### src/rtl/ntt_pkg.sv
// Shared types and helpers for the NTT bank/address generator.
package ntt_pkg;

    // Widest coefficient index the bank fold accepts.
    localparam int unsigned IDX_W_MAX = 32;

    // Coefficient index width for a given in-bank address width.
    function automatic int unsigned log_n_of(input int unsigned addr_width);
        return addr_width + 2;
    endfunction

    typedef logic [1:0] bank_t;

    typedef enum logic [1:0] {
        IDLE  = 2'd0,
        RUN   = 2'd1,
        FLUSH = 2'd2,
        DONE  = 2'd3
    } state_t;

    // Bank of a coefficient index: XOR of all its 2-bit digits.
    function automatic bank_t bank_of(input logic [IDX_W_MAX-1:0] idx);
        bank_t acc;
        acc = '0;
        for (int unsigned k = 0; k < IDX_W_MAX / 2; k++) begin
            acc = acc ^ idx[2*k +: 2];
        end
        return acc;
    endfunction

endpackage

### src/rtl/ntt_bank_addr_gen_if.sv
// Control and beat bus between the NTT address generator and its consumers.
interface ntt_bank_addr_gen_if #(
    parameter int unsigned ADDR_WIDTH = 8
) ();
    import ntt_pkg::*;

    localparam int unsigned LOG_N = log_n_of(ADDR_WIDTH);
    localparam int unsigned SW    = $clog2(LOG_N);

    logic                  start;
    logic                  stall;
    logic                  busy;
    logic                  valid;
    logic [ADDR_WIDTH-1:0] b0;
    logic [ADDR_WIDTH-1:0] b1;
    logic [ADDR_WIDTH-1:0] b2;
    logic [ADDR_WIDTH-1:0] b3;
    bank_t                 sel_a_0;
    bank_t                 sel_a_1;
    bank_t                 sel_a_2;
    bank_t                 sel_a_3;
    bank_t                 sel_d_0;
    bank_t                 sel_d_1;
    bank_t                 sel_d_2;
    bank_t                 sel_d_3;
    logic [SW-1:0]         stage;
    logic                  last;
    logic                  done;

    modport master (
        input  start, stall,
        output busy, valid, b0, b1, b2, b3,
               sel_a_0, sel_a_1, sel_a_2, sel_a_3,
               sel_d_0, sel_d_1, sel_d_2, sel_d_3,
               stage, last, done
    );

    modport slave (
        output start, stall,
        input  busy, valid, b0, b1, b2, b3,
               sel_a_0, sel_a_1, sel_a_2, sel_a_3,
               sel_d_0, sel_d_1, sel_d_2, sel_d_3,
               stage, last, done
    );

endinterface

### src/rtl/bit_scatter.sv
// Spreads the beat counter over every index bit except the stage bit and its companion.
module bit_scatter
    import ntt_pkg::*;
#(
    parameter  int unsigned ADDR_WIDTH = 8,
    localparam int unsigned LOG_N      = log_n_of(ADDR_WIDTH),
    localparam int unsigned SW         = $clog2(LOG_N)
) (
    input  logic [ADDR_WIDTH-1:0] cnt,
    input  logic [SW-1:0]         stage,
    output logic [LOG_N-1:0]      base_c
);

    logic [SW-1:0]    mate;
    logic [SW-1:0]    lo;
    logic [SW-1:0]    hi;
    logic [LOG_N-1:0] wide;
    logic [LOG_N-1:0] step;

    // Open a zero hole at the lower excluded position, then at the higher one.
    always_comb begin
        mate   = stage[0] ? '0 : SW'(1);
        lo     = (mate < stage) ? mate : stage;
        hi     = (mate < stage) ? stage : mate;
        wide   = LOG_N'(cnt);
        step   = (((wide >> lo) << 1) << lo) | (wide & ~({LOG_N{1'b1}} << lo));
        base_c = (((step >> hi) << 1) << hi) | (step & ~({LOG_N{1'b1}} << hi));
    end

endmodule

### src/rtl/ntt_bank_addr_gen.sv
// Per-beat lane addresses and bank steering for a conflict-free radix-2 NTT schedule.
module ntt_bank_addr_gen
    import ntt_pkg::*;
#(
    parameter int unsigned ADDR_WIDTH = 8
) (
    input  logic                clk,
    input  logic                rst_n,
    ntt_bank_addr_gen_if.master bus
);

    localparam int unsigned LOG_N = log_n_of(ADDR_WIDTH);
    localparam int unsigned SW    = $clog2(LOG_N);
    localparam int unsigned LANES = 4;

    typedef logic [LOG_N-1:0] idx_t;

    state_t                state;
    state_t                state_nx;
    logic [ADDR_WIDTH-1:0] cnt;
    logic [ADDR_WIDTH-1:0] cnt_nx;
    logic [SW-1:0]         stg;
    logic [SW-1:0]         stg_nx;
    logic                  busy_q;
    logic                  busy_nx;
    logic                  done_q;
    logic                  done_nx;
    logic                  issue_c;
    logic                  at_end_c;

    idx_t                  base_c;
    idx_t                  s_mask_c;
    idx_t                  p_mask_c;
    idx_t                  lane_c [LANES];

    idx_t                  lane_q [LANES];
    logic [SW-1:0]         stg1_q;
    logic                  last1_q;
    logic                  valid1_q;

    logic [ADDR_WIDTH-1:0] addr_c  [LANES];
    bank_t                 bank_c  [LANES];
    bank_t                 sel_a_c [LANES];

    logic                  valid_q;
    logic                  last_q;
    logic [SW-1:0]         stage_q;
    logic [ADDR_WIDTH-1:0] addr_q  [LANES];
    bank_t                 sel_d_q [LANES];
    bank_t                 sel_a_q [LANES];

    assign at_end_c = (stg == SW'(LOG_N - 1)) && (cnt == '1);

    // Next state, beat counters and status flags; a stall holds everything.
    always_comb begin
        state_nx = state;
        cnt_nx   = cnt;
        stg_nx   = stg;
        busy_nx  = busy_q;
        done_nx  = done_q;
        issue_c  = 1'b0;
        if (!bus.stall) begin
            case (state)
                IDLE: begin
                    busy_nx = 1'b0;
                    done_nx = 1'b0;
                    if (bus.start) begin
                        state_nx = RUN;
                        cnt_nx   = '0;
                        stg_nx   = '0;
                        busy_nx  = 1'b1;
                    end
                end
                RUN: begin
                    issue_c = 1'b1;
                    busy_nx = 1'b1;
                    cnt_nx  = cnt + ADDR_WIDTH'(1);
                    if (cnt == '1) begin
                        stg_nx = stg + SW'(1);
                    end
                    if (at_end_c) begin
                        state_nx = FLUSH;
                        stg_nx   = '0;
                    end
                end
                FLUSH: begin
                    if (valid_q && last_q) begin
                        state_nx = DONE;
                        busy_nx  = 1'b0;
                        done_nx  = 1'b1;
                    end
                end
                DONE: begin
                    state_nx = IDLE;
                    busy_nx  = 1'b0;
                    done_nx  = 1'b0;
                end
                default: begin
                    state_nx = IDLE;
                end
            endcase
        end
    end

    // FSM state, counters and status registers.
    always_ff @(posedge clk or negedge rst_n) begin
        if (!rst_n) begin
            state  <= IDLE;
            cnt    <= '0;
            stg    <= '0;
            busy_q <= 1'b0;
            done_q <= 1'b0;
        end else begin
            state  <= state_nx;
            cnt    <= cnt_nx;
            stg    <= stg_nx;
            busy_q <= busy_nx;
            done_q <= done_nx;
        end
    end

    bit_scatter #(.ADDR_WIDTH(ADDR_WIDTH)) u_scatter (
        .cnt    (cnt),
        .stage  (stg),
        .base_c (base_c)
    );

    // Four lane indices of the two butterflies built from the base index.
    always_comb begin
        s_mask_c  = idx_t'(1) << stg;
        p_mask_c  = stg[0] ? idx_t'(1) : idx_t'(2);
        lane_c[0] = base_c;
        lane_c[1] = base_c | s_mask_c;
        lane_c[2] = base_c | p_mask_c;
        lane_c[3] = base_c | s_mask_c | p_mask_c;
    end

    // P1: lane indices with stage/last tags.
    always_ff @(posedge clk or negedge rst_n) begin
        if (!rst_n) begin
            lane_q   <= '{default: '0};
            stg1_q   <= '0;
            last1_q  <= 1'b0;
            valid1_q <= 1'b0;
        end else if (!bus.stall) begin
            valid1_q <= issue_c;
            if (issue_c) begin
                lane_q  <= lane_c;
                stg1_q  <= stg;
                last1_q <= at_end_c;
            end
        end
    end

    // Split indices into address and bank, and invert the lane-to-bank map.
    always_comb begin
        for (int unsigned j = 0; j < LANES; j++) begin
            addr_c[j] = lane_q[j][LOG_N-1:2];
            bank_c[j] = bank_of(IDX_W_MAX'(lane_q[j]));
        end
        sel_a_c = '{default: '0};
        for (int unsigned j = 0; j < LANES; j++) begin
            sel_a_c[bank_c[j]] = bank_t'(j);
        end
    end

    // P2: output registers; data holds while no beat is present.
    always_ff @(posedge clk or negedge rst_n) begin
        if (!rst_n) begin
            valid_q <= 1'b0;
            last_q  <= 1'b0;
            stage_q <= '0;
            addr_q  <= '{default: '0};
            sel_d_q <= '{2'd0, 2'd1, 2'd2, 2'd3};
            sel_a_q <= '{2'd0, 2'd1, 2'd2, 2'd3};
        end else if (!bus.stall) begin
            valid_q <= valid1_q;
            last_q  <= valid1_q & last1_q;
            if (valid1_q) begin
                stage_q <= stg1_q;
                addr_q  <= addr_c;
                sel_d_q <= bank_c;
                sel_a_q <= sel_a_c;
            end
        end
    end

    assign bus.busy    = busy_q;
    assign bus.done    = done_q;
    assign bus.valid   = valid_q;
    assign bus.last    = last_q;
    assign bus.stage   = stage_q;
    assign bus.b0      = addr_q[0];
    assign bus.b1      = addr_q[1];
    assign bus.b2      = addr_q[2];
    assign bus.b3      = addr_q[3];
    assign bus.sel_d_0 = sel_d_q[0];
    assign bus.sel_d_1 = sel_d_q[1];
    assign bus.sel_d_2 = sel_d_q[2];
    assign bus.sel_d_3 = sel_d_q[3];
    assign bus.sel_a_0 = sel_a_q[0];
    assign bus.sel_a_1 = sel_a_q[1];
    assign bus.sel_a_2 = sel_a_q[2];
    assign bus.sel_a_3 = sel_a_q[3];

endmodule
### src/flat_wrapper.sv
// flat-port wrapper written by rule: the top's interface ports become plain ports
module ntt_bank_addr_gen_flat import ntt_pkg::*;
#(
    parameter int unsigned ADDR_WIDTH = 8
)
  (clk, rst_n, bus_start, bus_stall, bus_busy, bus_valid, bus_b0, bus_b1, bus_b2, bus_b3, bus_sel_a_0, bus_sel_a_1, bus_sel_a_2, bus_sel_a_3, bus_sel_d_0, bus_sel_d_1, bus_sel_d_2, bus_sel_d_3, bus_stage, bus_last, bus_done);
  ntt_bank_addr_gen_if #(.ADDR_WIDTH(ADDR_WIDTH)) bus_i ();
  input  logic clk;
  input  logic rst_n;
  input wire logic [$bits(bus_i.start)-1:0] bus_start;
  input wire logic [$bits(bus_i.stall)-1:0] bus_stall;
  output wire logic [$bits(bus_i.busy)-1:0] bus_busy;
  output wire logic [$bits(bus_i.valid)-1:0] bus_valid;
  output wire logic [$bits(bus_i.b0)-1:0] bus_b0;
  output wire logic [$bits(bus_i.b1)-1:0] bus_b1;
  output wire logic [$bits(bus_i.b2)-1:0] bus_b2;
  output wire logic [$bits(bus_i.b3)-1:0] bus_b3;
  output wire logic [$bits(bus_i.sel_a_0)-1:0] bus_sel_a_0;
  output wire logic [$bits(bus_i.sel_a_1)-1:0] bus_sel_a_1;
  output wire logic [$bits(bus_i.sel_a_2)-1:0] bus_sel_a_2;
  output wire logic [$bits(bus_i.sel_a_3)-1:0] bus_sel_a_3;
  output wire logic [$bits(bus_i.sel_d_0)-1:0] bus_sel_d_0;
  output wire logic [$bits(bus_i.sel_d_1)-1:0] bus_sel_d_1;
  output wire logic [$bits(bus_i.sel_d_2)-1:0] bus_sel_d_2;
  output wire logic [$bits(bus_i.sel_d_3)-1:0] bus_sel_d_3;
  output wire logic [$bits(bus_i.stage)-1:0] bus_stage;
  output wire logic [$bits(bus_i.last)-1:0] bus_last;
  output wire logic [$bits(bus_i.done)-1:0] bus_done;
  assign bus_i.start = bus_start;
  assign bus_i.stall = bus_stall;
  assign bus_busy = bus_i.busy;
  assign bus_valid = bus_i.valid;
  assign bus_b0 = bus_i.b0;
  assign bus_b1 = bus_i.b1;
  assign bus_b2 = bus_i.b2;
  assign bus_b3 = bus_i.b3;
  assign bus_sel_a_0 = bus_i.sel_a_0;
  assign bus_sel_a_1 = bus_i.sel_a_1;
  assign bus_sel_a_2 = bus_i.sel_a_2;
  assign bus_sel_a_3 = bus_i.sel_a_3;
  assign bus_sel_d_0 = bus_i.sel_d_0;
  assign bus_sel_d_1 = bus_i.sel_d_1;
  assign bus_sel_d_2 = bus_i.sel_d_2;
  assign bus_sel_d_3 = bus_i.sel_d_3;
  assign bus_stage = bus_i.stage;
  assign bus_last = bus_i.last;
  assign bus_done = bus_i.done;
  ntt_bank_addr_gen #(.ADDR_WIDTH(ADDR_WIDTH)) u_core (.clk(clk), .rst_n(rst_n), .bus(bus_i));
endmodule
### config.mk
export PLATFORM = sky130hd
export DESIGN_NAME = ntt_bank_addr_gen_flat
export DESIGN_NICKNAME = d
export VERILOG_FILES = /design/src/rtl/ntt_pkg.sv /design/src/rtl/ntt_bank_addr_gen_if.sv /design/src/rtl/bit_scatter.sv /design/src/rtl/ntt_bank_addr_gen.sv /design/src/flat_wrapper.sv
export SDC_FILE = /design/constraint.sdc
export NUM_CORES = 1
export LEC_CHECK = 0
export BUFFER_PORTS_ARGS = -buffer_cell sky130_fd_sc_hd__buf_2
export CORE_MARGIN = 4
export CORE_UTILIZATION = 50
export DETAILED_ROUTE_END_ITERATION = 12
export PLACE_DENSITY = 0.7
export SLEW_MARGIN = 15
export SYNTH_ARGS = -nofsm -noshare
export SYNTH_HDL_FRONTEND = slang
export SYNTH_SLANG_ARGS = --single-unit
### constraint.sdc
create_clock -name clk -period 3.1 [get_ports clk]
set_input_delay 0.31 -clock clk [delete_from_list [all_inputs] [get_ports clk]]
set_output_delay 0.31 -clock clk [all_outputs]
set_load 0.02 [all_outputs]
== After elaboration in Yosys (flattened, before gate mapping) ==
Index checks and enable logic that the tools add are counted.
Storage, ports and cells
  bits in registers: 116
  bits in latches: 0
  RAM bits: 0
  memory bits (read-only): 0
  input bits: 4
  output and inout bits: 56
  logic and storage cells: 128
  memories kept: 0
Operators by class
  $add $sub $neg: 2
  $mul: 0
  divide/modulo/power cells: 0
  $lt $le $gt $ge: 7
  eq/ne operators: 9
  shift-type cells: 7
  mux-type cells: 27
  bitwise operators: 33
  reduce and logical (&&, ||, !) cells: 16
Operators with widths (number)
  OR 10 bit: 5
  bitwise XOR 2 bit: 16
  2-to-1 mux 4 bit: 5
  NOT 10 bit: 2
  << shifter 10 x 4 -> 10 bit: 2
  << shifter 10 x 4 -> 10 bit (first input constant): 2
  case mux 8 bit (2 select lines): 1
  2-to-1 mux 2 bit: 7
  demux 2 bit (select 2 bit): 3
  AND 10 bit: 1
  AND 8 x 10 -> 10 bit: 1
  << shifter 1 x 4 -> 10 bit (first input constant): 1
  right shift 10 x 4 -> 9 bit: 1
  greater-or-equal comparator 3 bit (second input constant): 3
  less-than comparator 3 x 1 -> 1 bit (second input constant): 3
  NOT 2 -> 3 bit: 3
  right shift 8 x 4 -> 9 bit: 1
  adder 8 x 1 -> 8 bit (second input constant): 1
  == test 8 bit (second input constant): 1
  2-to-1 mux 8 bit: 1
  OR 8 bit: 1
  case mux 2 bit (4 select lines): 1
  case mux 4 bit (2 select lines): 1
  AND reduction 4 bit: 2
  21 further kinds: 36

== Longest topological paths before layout ==
Gate-level depths: netlist (run 1).
  word-level depth: 12
  mapped depth: 12
  depth with buffers taken out: 8

== Cells and area by module ==
Synthesis (run 1) repeated with hierarchy kept, for this count alone.
Unflattened totals
  cell total of the unflattened synthesis: 434
  area, all modules: 4289.1 µm²
Modules (own cells, without submodules)
  ntt_bank_addr_gen: instances 1, cells an instance 394, area an instance 4053.9 µm², sequential area each 2112.0 µm²
  bit_scatter: instances 1, cells an instance 40, area an instance 235.2 µm², sequential area each 0.0 µm²

== Worst setup path after synthesis (run 1) ==
Ideal clock, no wire load.
  path type: register -> register
  start: register u_core.stg[1]
  end: register u_core.lane_q (netlist bit u_core.addr_c[1])
  library setup time: 0.141 ns
  arrival time: 2.617 ns
  data required time: 2.959 ns
  path slack: 0.342 ns
  cell stages (with the launch flop): 13
  path buffers: 4
  period minus slack after synthesis: 2.758 ns
  cells stage by stage: dfrtp_1 -> buf_6 -> inv_1 -> clkbuf_1 -> ha_1 -> buf_4 -> or3b_2 -> clkbuf_1 -> mux2i_1 -> o31ai_1 -> nand2_1 -> o211ai_1 -> a31oi_1
Between the ends
  longest elaborated chain between the ends: 11
  elaborated cells between the ends (all ways): 18
  classes of those cells: order compare (1); shift (7); mux (2); bitwise (8)
Ends and longest elaborated chain
  from (decl): RTL line ntt_bank_addr_gen.sv:22  | logic [SW-1:0] stg;
  from (signal assigned): RTL line ntt_bank_addr_gen.sv:116  | stg <= stg_nx;
  branches (longest 9 deep; another with less-than comparator 4 bit)
  OR 10 bit * (2 in series): RTL line ntt_bank_addr_gen.sv:135  | lane_c[3] = base_c | s_mask_c | p_mask_c;
  to (signal assigned): RTL line ntt_bank_addr_gen.sv:148  | lane_q <= lane_c;
  to (decl): RTL line ntt_bank_addr_gen.sv:36  | idx_t lane_q [LANES];
Every way passes the cells marked *.
A chain may end at the register's enable or synchronous reset.

== Final worst setup path (run 1) ==
  start: register u_core.state[1]
  end: register u_core.lane_q (netlist bit u_core.addr_c[5])
Between the ends
  longest elaborated chain between the ends: 4
Ends and longest elaborated chain
  from (decl): RTL line ntt_bank_addr_gen.sv:18  | state_t state;
  from (signal assigned): RTL line ntt_bank_addr_gen.sv:114  | state <= state_nx;
  == test 2 x 1 -> 1 bit: RTL line ntt_bank_addr_gen.sv:63  | case (state)
  2-to-1 mux 1 bit: RTL line ntt_bank_addr_gen.sv:63
  2-to-1 mux 1 bit: RTL line ntt_bank_addr_gen.sv:62  | if (!bus.stall) begin
  AND reduction 2 bit (no source line)
Every way passes these cells.

==> summary.md, run 1 <==
| Metric | Value |
|---|---|
| Max cap viols | `0` |
| Die Ht | `106 microns` |
| YS warnings | `0` |
| Final setup margin | `388 ps` |
| Core ar. | `9280 sq um` |
| Post-Synthesis Net Count | `570` |
| Clock transition at the registers of the reported paths | `90 ps` |
| CTS Hold Buffers Added | `0` |
| CP Data Required Time | `3320 ps` |
| Vias per inst | `5.67` |
| Design Power | `6.48 mW` |
| DR vias | `4090` |
| Placed Area | `5100 sq um` |
| Post-synth EDFFs | `0` |
| Critical path endpoint category | `flop` |
| Total CTS buffers | `9` |
| Status | `complete, no violations` |
| Xor-xnor portion of the synthesized cell area | `0.0455` |
| Total gr overflow | `0` |
| Max VDD drop | `0.471 mV` |
| CP startpoint kind | `flop` |
| Post-synthesis compound-gate area fraction | `0.170` |
| # diodes | `0` |
| Post-synthesis mux area share | `0.0302` |
| Async S/R FF share, synth | `1.00` |
| Skew-Pair Late Insertion Delay | `350 ps` |
| Port Buffers | `59` |
| Relative slew slack | `0.307` |
| Post-CTS Setup Inserts | `0` |
| Max Root-Sink Buffers | `2` |
| Die Wd | `106 microns` |
| Initial Utilization | `0.518` |
| Routed WL per cell | `16.5 microns` |
| Final worst clock skew | `14.3 ps` |
| FP Rows | `35` |
| Syn Inst Count | `556` |
| Antenna Nets Post-Route | `0` |
| Boundary Pins | `60` |
| Pre-Repair DR Iteration Count | `5` |
| CP Class | `reg2reg` |
| Main area contributors after synthesis | `dfrtp_1 (40%), nand2_1 (9.4%), dfstp_2 (4.4%)` |
| Crit-path max FO | `14` |
| Register area | `2110 sq um` |
| Worst slew pin tran | `1040 ps` |
| H-tree depth | `3` |
| Arr. time, crit path | `2930 ps` |
| Initial antenna violation count | `0` |
| Power density cells | `1220 nW/um^2` |
| GP Congestion | `1.00` |
| Largest area contributor in the netlist | `dfrtp_1` |
| Placed Instances | `705` |
| P_leak | `2.44 nW` |
| DP Worst Slack | `487 ps` |
| Final Critical Period | `2710 ps` |
| Iter 0 DRT Violations | `475` |
| Final setup TNS | `0 ps` |
| Nets | `601` |
| Synth Flop Type | `dfrtp_1` |
| FILL cells | `880` |
| Post-Route WL | `11.9 mm` |
| Design Area, Final | `5300 sq um` |
| Final Hold Fails | `0` |
| Synth Area in Adders | `0.0260` |
| Total Routing Usage GR | `0.219` |
| Layout cells sized above 1 | `0.189` |
| Clock root buffer | `clkbuf_8` |
| Area share of the largest cell type after synthesis | `0.395` |
| First-pass GRT wire length | `19.9 mm` |
| Vias in the first global route | `3939` |
| Multi-input logic area | `2370 sq um` |
| HP Class | `in2async` |
| Netlist Area Pre-Place | `4810 sq um` |
| Peak Freq | `369 MHz` |
| Number of synthesized register bits | `84` |
| Mean Syn Cell Area | `8.65 sq um` |
| Period utilization | `0.875` |
| Residual DRC count | `0` |
| Post-CTS sizing | `0` |
| Seq/Total Area, Yosys | `0.439` |
| Synth-to-layout area growth | `10.1%` |
| Die Area | `11300 sq um` |
| Post-DP HPWL | `8.48 mm` |
| Simple-Gate Fraction of Synth Area | `0.220` |
| Final setup fails | `0` |
| RSZ-0062 raised after global routing | `false` |
| CTS tree | `done` |
| Main combinational cell family by area after synthesis | `simple AND/OR/NAND/NOR gates` |
| Post-synth cell types | `63` |
| CTS sink cnt | `84` |
| Largest net degree at the start of global routing | `85` |
| Max Slew Vio Count | `0` |
| Final cell count without fillers | `721` |
[worst paths after layout]
check | endpoint | cells past startpoint | startpoint | slack (ps)
worst max-delay path | u_core.addr_c[5]$_DFFE_PN0P_ | 8 | u_core.state[1]$_DFFE_PN0P_ | 390
worst min-delay path | u_core.bus.b3[4]$_DFFE_PN0P_ | 1 | rst_n | 130
worst max register to register | u_core.addr_c[5]$_DFFE_PN0P_ | 8 | u_core.state[1]$_DFFE_PN0P_ | 390
worst min register to register | u_core.bus.sel_d_3[1]$_DFFE_PN1P_ | 2 | u_core.bus.sel_d_3[1]$_DFFE_PN1P_ | 470
max in group asynchronous | u_core.stg[1]$_DFFE_PN0P_ | 1 | rst_n | 2300
min in group clk | u_core.valid1_q$_DFFE_PN0N_ | 3 | bus_stall | 290
[critical path, stage by stage, from the launching register on]
cell and delay, ps:
dfrtp_1 390, inv_1 110, ha_1 480, nor2b_1 600, o311ai_0 280, nor3_1 230
a31oi_1 70, a21oi_1 300, a21oi_1 120
[power breakdown]
part | leakage (nW) | internal (mW) | total [mW] | switching [mW]
Combinational | 1.32 | 1.38 | 3.70 | 2.31
Clock | 0.0992 | 0.383 | 0.810 | 0.427
Sequential | 1.03 | 1.57 | 1.97 | 0.398
Total | 2.44 | 3.34 | 6.48 | 3.14
[layout by cell type, fill, tap and decap left out, types with 2 or more instances in the layout]
cell        n
nand2_1   121
dfrtp_1    76
buf_2      58
nor2_1     48
o21ai_0    33
a21oi_1    30
xnor2_1    19
buf_4      16
nand3_1    12
a31oi_1    12
inv_1      10
mux2i_1    10
nand2b_1   10
ha_1       10
nor3_1      9
clkbuf_8    9
dfstp_2     8
nand3b_1    7
xor2_1      6
a21o_1      5
nor2b_1     5
a221oi_1    5
or3_1       4
o22ai_1     4
o31ai_1     4
o211ai_1    4
a32oi_1     3
a211oi_1    3
a22o_1      2
o31a_1      2
nand4_1     2
o311ai_0    2
mux4_2      2
or3b_2      2
nor4_1      2
a211o_1     2
o22a_1      2
inv_6       2
[synthesized netlist by cell type (all sizes together) (3+ instances only)]
| master | n |
|---|---|
| inv | 11 |
| nand2b | 10 |
| xnor2 | 19 |
| nand3 | 12 |
| mux2i | 10 |
| nand3b | 7 |
| ha | 10 |
| a221oi | 5 |
| dfrtp | 76 |
| o211ai | 5 |
| nor3 | 9 |
| o21ai | 35 |
| o22ai | 4 |
| clkbuf | 26 |
| nor2 | 48 |
| o31ai | 4 |
| a32oi | 3 |
| nand2 | 121 |
| xor2 | 6 |
| a21oi | 30 |
| or3 | 4 |
| nor2b | 6 |
| buf | 28 |
| a21o | 5 |
| or4b | 3 |
| a31oi | 13 |
| dfstp | 8 |
| a211oi | 4 |
[logic make-up after synthesis]
kind of cell	Yosys count
AND/OR/NAND/NOR	234
XOR/XNOR	25
adder cells (fa/ha/maj)	10
flip-flops	84
AO/OA/AOI/OAI	125
buffers and inverters	66
multiplexers	12
[state kept, by name (all words and copies together) (netlist names), 4 cells and up]
signal,flops
u_core.bus.stage,4
u_core.addr_c,16
u_core.cnt,8
u_core.bus.b3,8
u_core.stg1_q,4
u_core.lane_q,8
u_core.stg,4
u_core.bus.b2,7
[metrics by stage]
stage	hold slack, ps	util
finish	126	0.570
global route	207	0.570
CTS	174	0.570
detailed placement	456	0.549
global placement	451	0.549
floorplan	14.4	-
[layout make-up]
| cell class | count | share of cell area |
|---|---|---|
| Multi-Input combinational cell | 406 | 0.447 |
| Sequential cell | 84 | 0.399 |
| Inverter | 12 | 0.00850 |
| Clock inverter | 6 | 0.0135 |
| Timing Repair Buffer | 74 | 0.0775 |
| Tap cell | 129 | 0.0305 |
| Clock buffer | 10 | 0.0241 |
[layer usage]
layer / track usage / routed length (microns)
met1: 0.302 / 5220
met3: 0.0407 / 800
met2: 0.350 / 5660
met4: 0.0675 / 247
met5: 0 / 0
Power figures use the tool's default switching activity.
==> run 2: changes to the inputs <==
Settings changed: RECOVER_POWER from default to 25.
==> run 2 against run 1 <==
  * Core utilization decreased by 0.054 points
  * Largest power group unchanged
  * Routed wire length increased by 0.23%
  * Count of clock-buffer cells in the layout unchanged
  * Die area unchanged
  * First-iteration DRC count decreased by 7.4%
  * The run now ends with max-capacitance violations, max-slew violations left
  * Worst hold slack improved by 160 ps
  * Maximum frequency decreased by 0.20%
  * Critical path type unchanged
  * Critical endpoint unchanged
  * Via count increased by 0.54%
==> summary.md, run 2 (synthesis gave the netlist of run 1 again) <==
| Metric | Value |
|---|---|
| Clock root buffer | `clkbuf_8` |
| CP startpoint kind | `flop` |
| CP Class | `reg2reg` |
| Residual DRC count | `0` |
| Post-CTS Setup Inserts | `0` |
| Hold Path Origin | `bus_stall` |
| Antenna Nets Post-Route | `0` |
| Peak Freq | `368 MHz` |
| Most common cell after layout, fill and taps aside | `nand2_1` |
| Layout cells sized above 1 | `0.188` |
| # diodes | `0` |
| Core ar. | `9280 sq um` |
| Crit-path max FO | `14` |
| Largest net degree at the start of global routing | `85` |
| Design Power | `6.48 mW` |
| DP Worst Slack | `487 ps` |
| P_int | `3.34 mW` |
| Final Critical Period | `2720 ps` |
| Total Routing Usage GR | `0.219` |
| Final setup margin | `383 ps` |
| GP Congestion | `1.00` |
| Post-Route WL | `12.0 mm` |
| Clock Power Share | `0.125` |
| CTS sink cnt | `84` |
| Boundary Pins | `60` |
| Arr. time, crit path | `2940 ps` |
| P_leak | `2.44 nW` |
| Placed Area | `5100 sq um` |
| Total CTS buffers | `9` |
| Largest register FFs | `16` |
| Worst R2R Start | `u_core.state[1]$_DFFE_PN0P_` |
| Net Switching | `3.15 mW` |
| Initial antenna violation count | `0` |
| Period utilization | `0.877` |
| Relative slew slack | `-0.364` |
| Final setup TNS | `0 ps` |
| Die Area | `11300 sq um` |
| Final worst clock skew | `14.3 ps` |
| Port Buffers | `59` |
| Violated checks | `max-capacitance violations, max-slew violations` |
| Vias per inst | `5.70` |
| Vias in the first global route | `3939` |
| Max VDD drop | `0.470 mV` |
| H-tree depth | `3` |
| Die Wd | `106 microns` |
| CTS tree | `done` |
| Synth-to-layout area growth | `9.96%` |
| Power density cells | `1230 nW/um^2` |
| FP Rows | `35` |
| Final setup fails | `0` |
| Max Root-Sink Buffers | `2` |
| Pre-Repair DR Iteration Count | `5` |
| Post-CTS sizing | `0` |
| Die Ht | `106 microns` |
| Clock transition at the registers of the reported paths | `80 ps` |
| Skew-Pair Late Insertion Delay | `360 ps` |
| Most frequent cells in the layout | `nand2_1 (121), dfrtp_1 (76), buf_2 (58)` |
| Nets | `601` |
| Post-DP HPWL | `8.48 mm` |
| Design Area, Final | `5290 sq um` |
| First-pass GRT wire length | `19.9 mm` |
| Sw frac | `0.485` |
| Worst slew pin tran | `2050 ps` |
| Reg power frac | `0.304` |
| Combinational cell fraction of total power | `0.571` |
| Critical path endpoint category | `flop` |
| Status | `finished, violations left` |
| Max cap viols | `1` |
| CP Data Required Time | `3320 ps` |
| Iter 0 DRT Violations | `440` |
| DR vias | `4112` |
| Max Slew Vio Count | `85` |
| HP Class | `in2reg` |
| Final Hold Fails | `0` |
| RSZ-0062 raised after global routing | `false` |
| Total gr overflow | `0` |
| Final hold slack | `288 ps` |
| CTS Hold Buffers Added | `0` |
| Routed WL per cell | `16.6 microns` |
| Initial Utilization | `0.518` |
| Crit path launch | `u_core.state[1]$_DFFE_PN0P_` |
-- run 2: area by class of cell --
| cell class | instances | area, sq um |
|---|---|---|
| fill | 882 | 3990 |
| multi-input combinational | 406 | 2370 |
| sequential | 84 | 2110 |
| timing repair buffer | 74 | 408 |
| tap | 129 | 161 |
| clock buffer | 10 | 128 |
| clock inverter | 6 | 71.3 |
| inverter | 12 | 45.0 |
-- run 2: final timing paths --
kind / endpoint / slack (ps) / cells after the start
setup / recovery: u_core.addr_c[5]$_DFFE_PN0P_ / 380 / 8
hold / removal: u_core.valid1_q$_DFFE_PN0N_ / 290 / 3
setup reg to reg: u_core.addr_c[5]$_DFFE_PN0P_ / 380 / 8
hold reg to reg: u_core.bus.sel_d_3[1]$_DFFE_PN1P_ / 470 / 2
max in group asynchronous: u_core.stg[3]$_DFFE_PN0P_ / 1360 / 1
min in group asynchronous: u_core.bus.b3[4]$_DFFE_PN0P_ / 530 / 1
-- run 2: routing by layer --
layer	global-route usage	share of wire	vias to the layer above
li1	-	-	1960
met1	0.302	0.44	1944
met2	0.350	0.47	173
met3	0.0407	0.061	35
met4	0.0675	0.024	0
met5	0	0	-
-- run 2: worst max-delay path, cell delays in order, from the launching register on --
cell	delay [ps]
dfrtp_1	390
inv_1	110
ha_1	480
nor2b_1	600
o311ai_0	280
nor3_1	230
a31oi_1	70
a21oi_1	310
a21oi_1	120
-- run 2: power by group through the flow --
stage	clock [mW]	sequential [mW]	combinational, mW
2_1_floorplan	0	2.15	2.60
3_3_place_gp	0	1.97	3.66
3_5_place_dp	0	1.99	3.68
4_1_cts	0.829	1.97	3.69
5_1_grt	0.872	2.04	4.06
6_report	0.811	1.97	3.70
-- run 2: per-stage QoR --
step,util,cells
finish,0.570,721
detailed placement,0.549,705
CTS,0.570,721
floorplan,-,556
global placement,0.549,705
global route,0.570,721
==> run 3: changes to the inputs <==
Settings changed: CORE_UTILIZATION 50 to 45, PLACE_DENSITY 0.7 to default.
==> run 3 against run 2 <==
  * The flow still finishes with violations (max-capacitance violations, max-slew violations)
  * Count of clock-buffer cells in the layout is the same
  * Die area increased by 10%
  * Core utilization decreased by 5.8 points
  * Sequential share of layout area fell by 0.094 points
  * Total power grew 0.29%
  * Non-clock buffer count rose by 2
  * Largest power group unchanged
  * Maximum frequency increased by 9.4%
  * First-iteration DRC count up 6.4%
==> summary.md, run 3 (synthesis gave the netlist of run 1 again) <==
| Metric | Value |
|---|---|
| Top Family by Delay on Critical Path | `simple AND/OR/NAND/NOR gates` |
| Port Buffers | `59` |
| Crit-path max FO | `10` |
| Final setup margin | `617 ps` |
| Die Wd | `111 microns` |
| CP max stage delay | `560 ps` |
| DR vias | `4036` |
| Total CTS buffers | `9` |
| Die Ht | `111 microns` |
| Clock transition at the registers of the reported paths | `90 ps` |
| Final Hold Fails | `0` |
| Power density cells | `1230 nW/um^2` |
| Max VDD drop | `0.656 mV` |
| Peak Freq | `403 MHz` |
| DP Worst Slack | `648 ps` |
| Residual DRC count | `0` |
| Buf/Inv on CP | `2` |
| Vias in the first global route | `3898` |
| Layout cells sized above 1 | `0.175` |
| Routed WL per cell | `17.1 microns` |
| Initial Utilization | `0.464` |
| Max cap viols | `1` |
| Multi-input logic area | `2370 sq um` |
| Final setup fails | `0` |
| Vias per inst | `5.54` |
| Final worst clock skew | `10.1 ps` |
| Arr. time, crit path | `2720 ps` |
| Critical-path top delay cell | `or3b_2` |
| CP Data Required Time | `3330 ps` |
| Max Root-Sink Buffers | `2` |
| Register area | `2110 sq um` |
| RSZ-0062 raised after global routing | `false` |
| CTS sink cnt | `84` |
| # diodes | `0` |
| Die Area | `12400 sq um` |
| CP Class | `reg2reg` |
| Skew-Pair Late Insertion Delay | `370 ps` |
| Max Slew Vio Count | `39` |
| Pre-Repair DR Iteration Count | `5` |
| Iter 0 DRT Violations | `468` |
| First-pass GRT wire length | `20.8 mm` |
| Clock root buffer | `clkbuf_8` |
| Post-DP HPWL | `8.88 mm` |
| Worst slew pin tran | `1520 ps` |
| Placed Instances | `713` |
| Synth-to-layout area growth | `10.2%` |
| Final core occ | `0.511` |
| Antenna Nets Post-Route | `0` |
| Total gr overflow | `0` |
| Largest net degree at the start of global routing | `48` |
| FILL cells | `1026` |
| Critical path endpoint category | `flop` |
| Final setup TNS | `0 ps` |
| Initial antenna violation count | `0` |
| Placed Area | `5110 sq um` |
| Most common cell after layout, fill and taps aside | `nand2_1` |
| Violated checks | `max-capacitance violations, max-slew violations` |
| CP startpoint kind | `flop` |
| Final Critical Period | `2480 ps` |
| Boundary Pins | `60` |
| Period utilization | `0.801` |
| FP Rows | `37` |
| Largest register FFs | `16` |
| Post-Route WL | `12.5 mm` |
| Design Area, Final | `5300 sq um` |
| Total Routing Usage GR | `0.206` |
| P_leak | `2.42 nW` |
| Relative slew slack | `-0.0166` |
| Core ar. | `10400 sq um` |
| CTS tree | `done` |
| Status | `finished, violations left` |
| Crit path cell chain | `inv_1 -> ha_1 -> buf_4 -> or3b_2 -> mux2i_1 -> o31ai_1 -> nand2_1 -> o211ai_1 -> a31oi_1` |
| Most frequent cells in the layout | `nand2_1 (121), dfrtp_1 (76), buf_2 (51)` |
| H-tree depth | `3` |
| HP Class | `in2reg` |
| GP Congestion | `0.885` |
| Nets | `603` |
| Final cell count without fillers | `729` |
[run 3: changes by cell type in the layout (fill, tap and decap cells not counted)]
| cell | previous run | this run |
|---|---|---|
| clkinv_4 | 0 | 1 |
| inv_6 | 2 | 1 |
| buf_2 | 58 | 51 |
| inv_8 | 1 | 0 |
| clkbuf_8 | 9 | 10 |
| clkbuf_1 | 1 | 8 |
| dlygate4sd3_1 | 0 | 1 |
[run 3: through the flow]
step	hold slack, ps	total power [mW]
final	283	6.50
after global routing	292	7.04
after CTS	276	6.55
after detailed placement	360	5.73
after global placement	357	5.68
after floorplan	14.4	4.75
[run 3: per-layer routing]
layer	up-vias	track usage	part of all wire
li1	1969	-	-
met1	1906	0.282	0.45
met2	140	0.333	0.47
met3	21	0.0370	0.062
met4	0	0.0706	0.016
met5	-	0	0
[run 3: cell type report]
class | count | area share
clock inverter | 5 | 0.0113
multi-input combinational | 406 | 0.446
inverter | 12 | 0.00849
timing repair buffer | 76 | 0.0778
sequential | 84 | 0.398
clock buffer | 10 | 0.0259
tap | 136 | 0.0321
[run 3: path summary, 6_finish.rpt]
check                                                        from                                 to  slack (ps)  cells after the start
worst max-delay path                    u_core.stg[1]$_DFFE_PN0P_       u_core.addr_c[1]$_DFFE_PN0P_         620                      9
worst min-delay path                                    bus_stall       u_core.bus.valid$_DFFE_PN0N_         280                      3
worst max register to register          u_core.stg[1]$_DFFE_PN0P_       u_core.addr_c[1]$_DFFE_PN0P_         620                      9
worst min register to register  u_core.bus.sel_d_3[1]$_DFFE_PN1P_  u_core.bus.sel_d_3[1]$_DFFE_PN1P_         460                      2
max in group asynchronous                                   rst_n  u_core.bus.sel_d_2[1]$_DFFE_PN1P_        1440                      3
min in group asynchronous                                   rst_n       u_core.addr_c[3]$_DFFE_PN0P_         710                      2
[run 3: where the power goes]
group          total [mW]  switching, mW  internal (mW)
Combinational        3.70           2.33           1.38
Clock               0.806          0.413          0.393
Sequential           2.00          0.421           1.57
[run 3: what timing repair did]
action,in CTS,in global routing
hold endpoints to repair,41,0
gates resized for setup,0,0
buffers inserted,0,0
hold buffers,1,0
[run 3: tightest hold or removal path: stages]
cell	delay, ps
buf_2	180
nand2_1	80
nand2_1	50
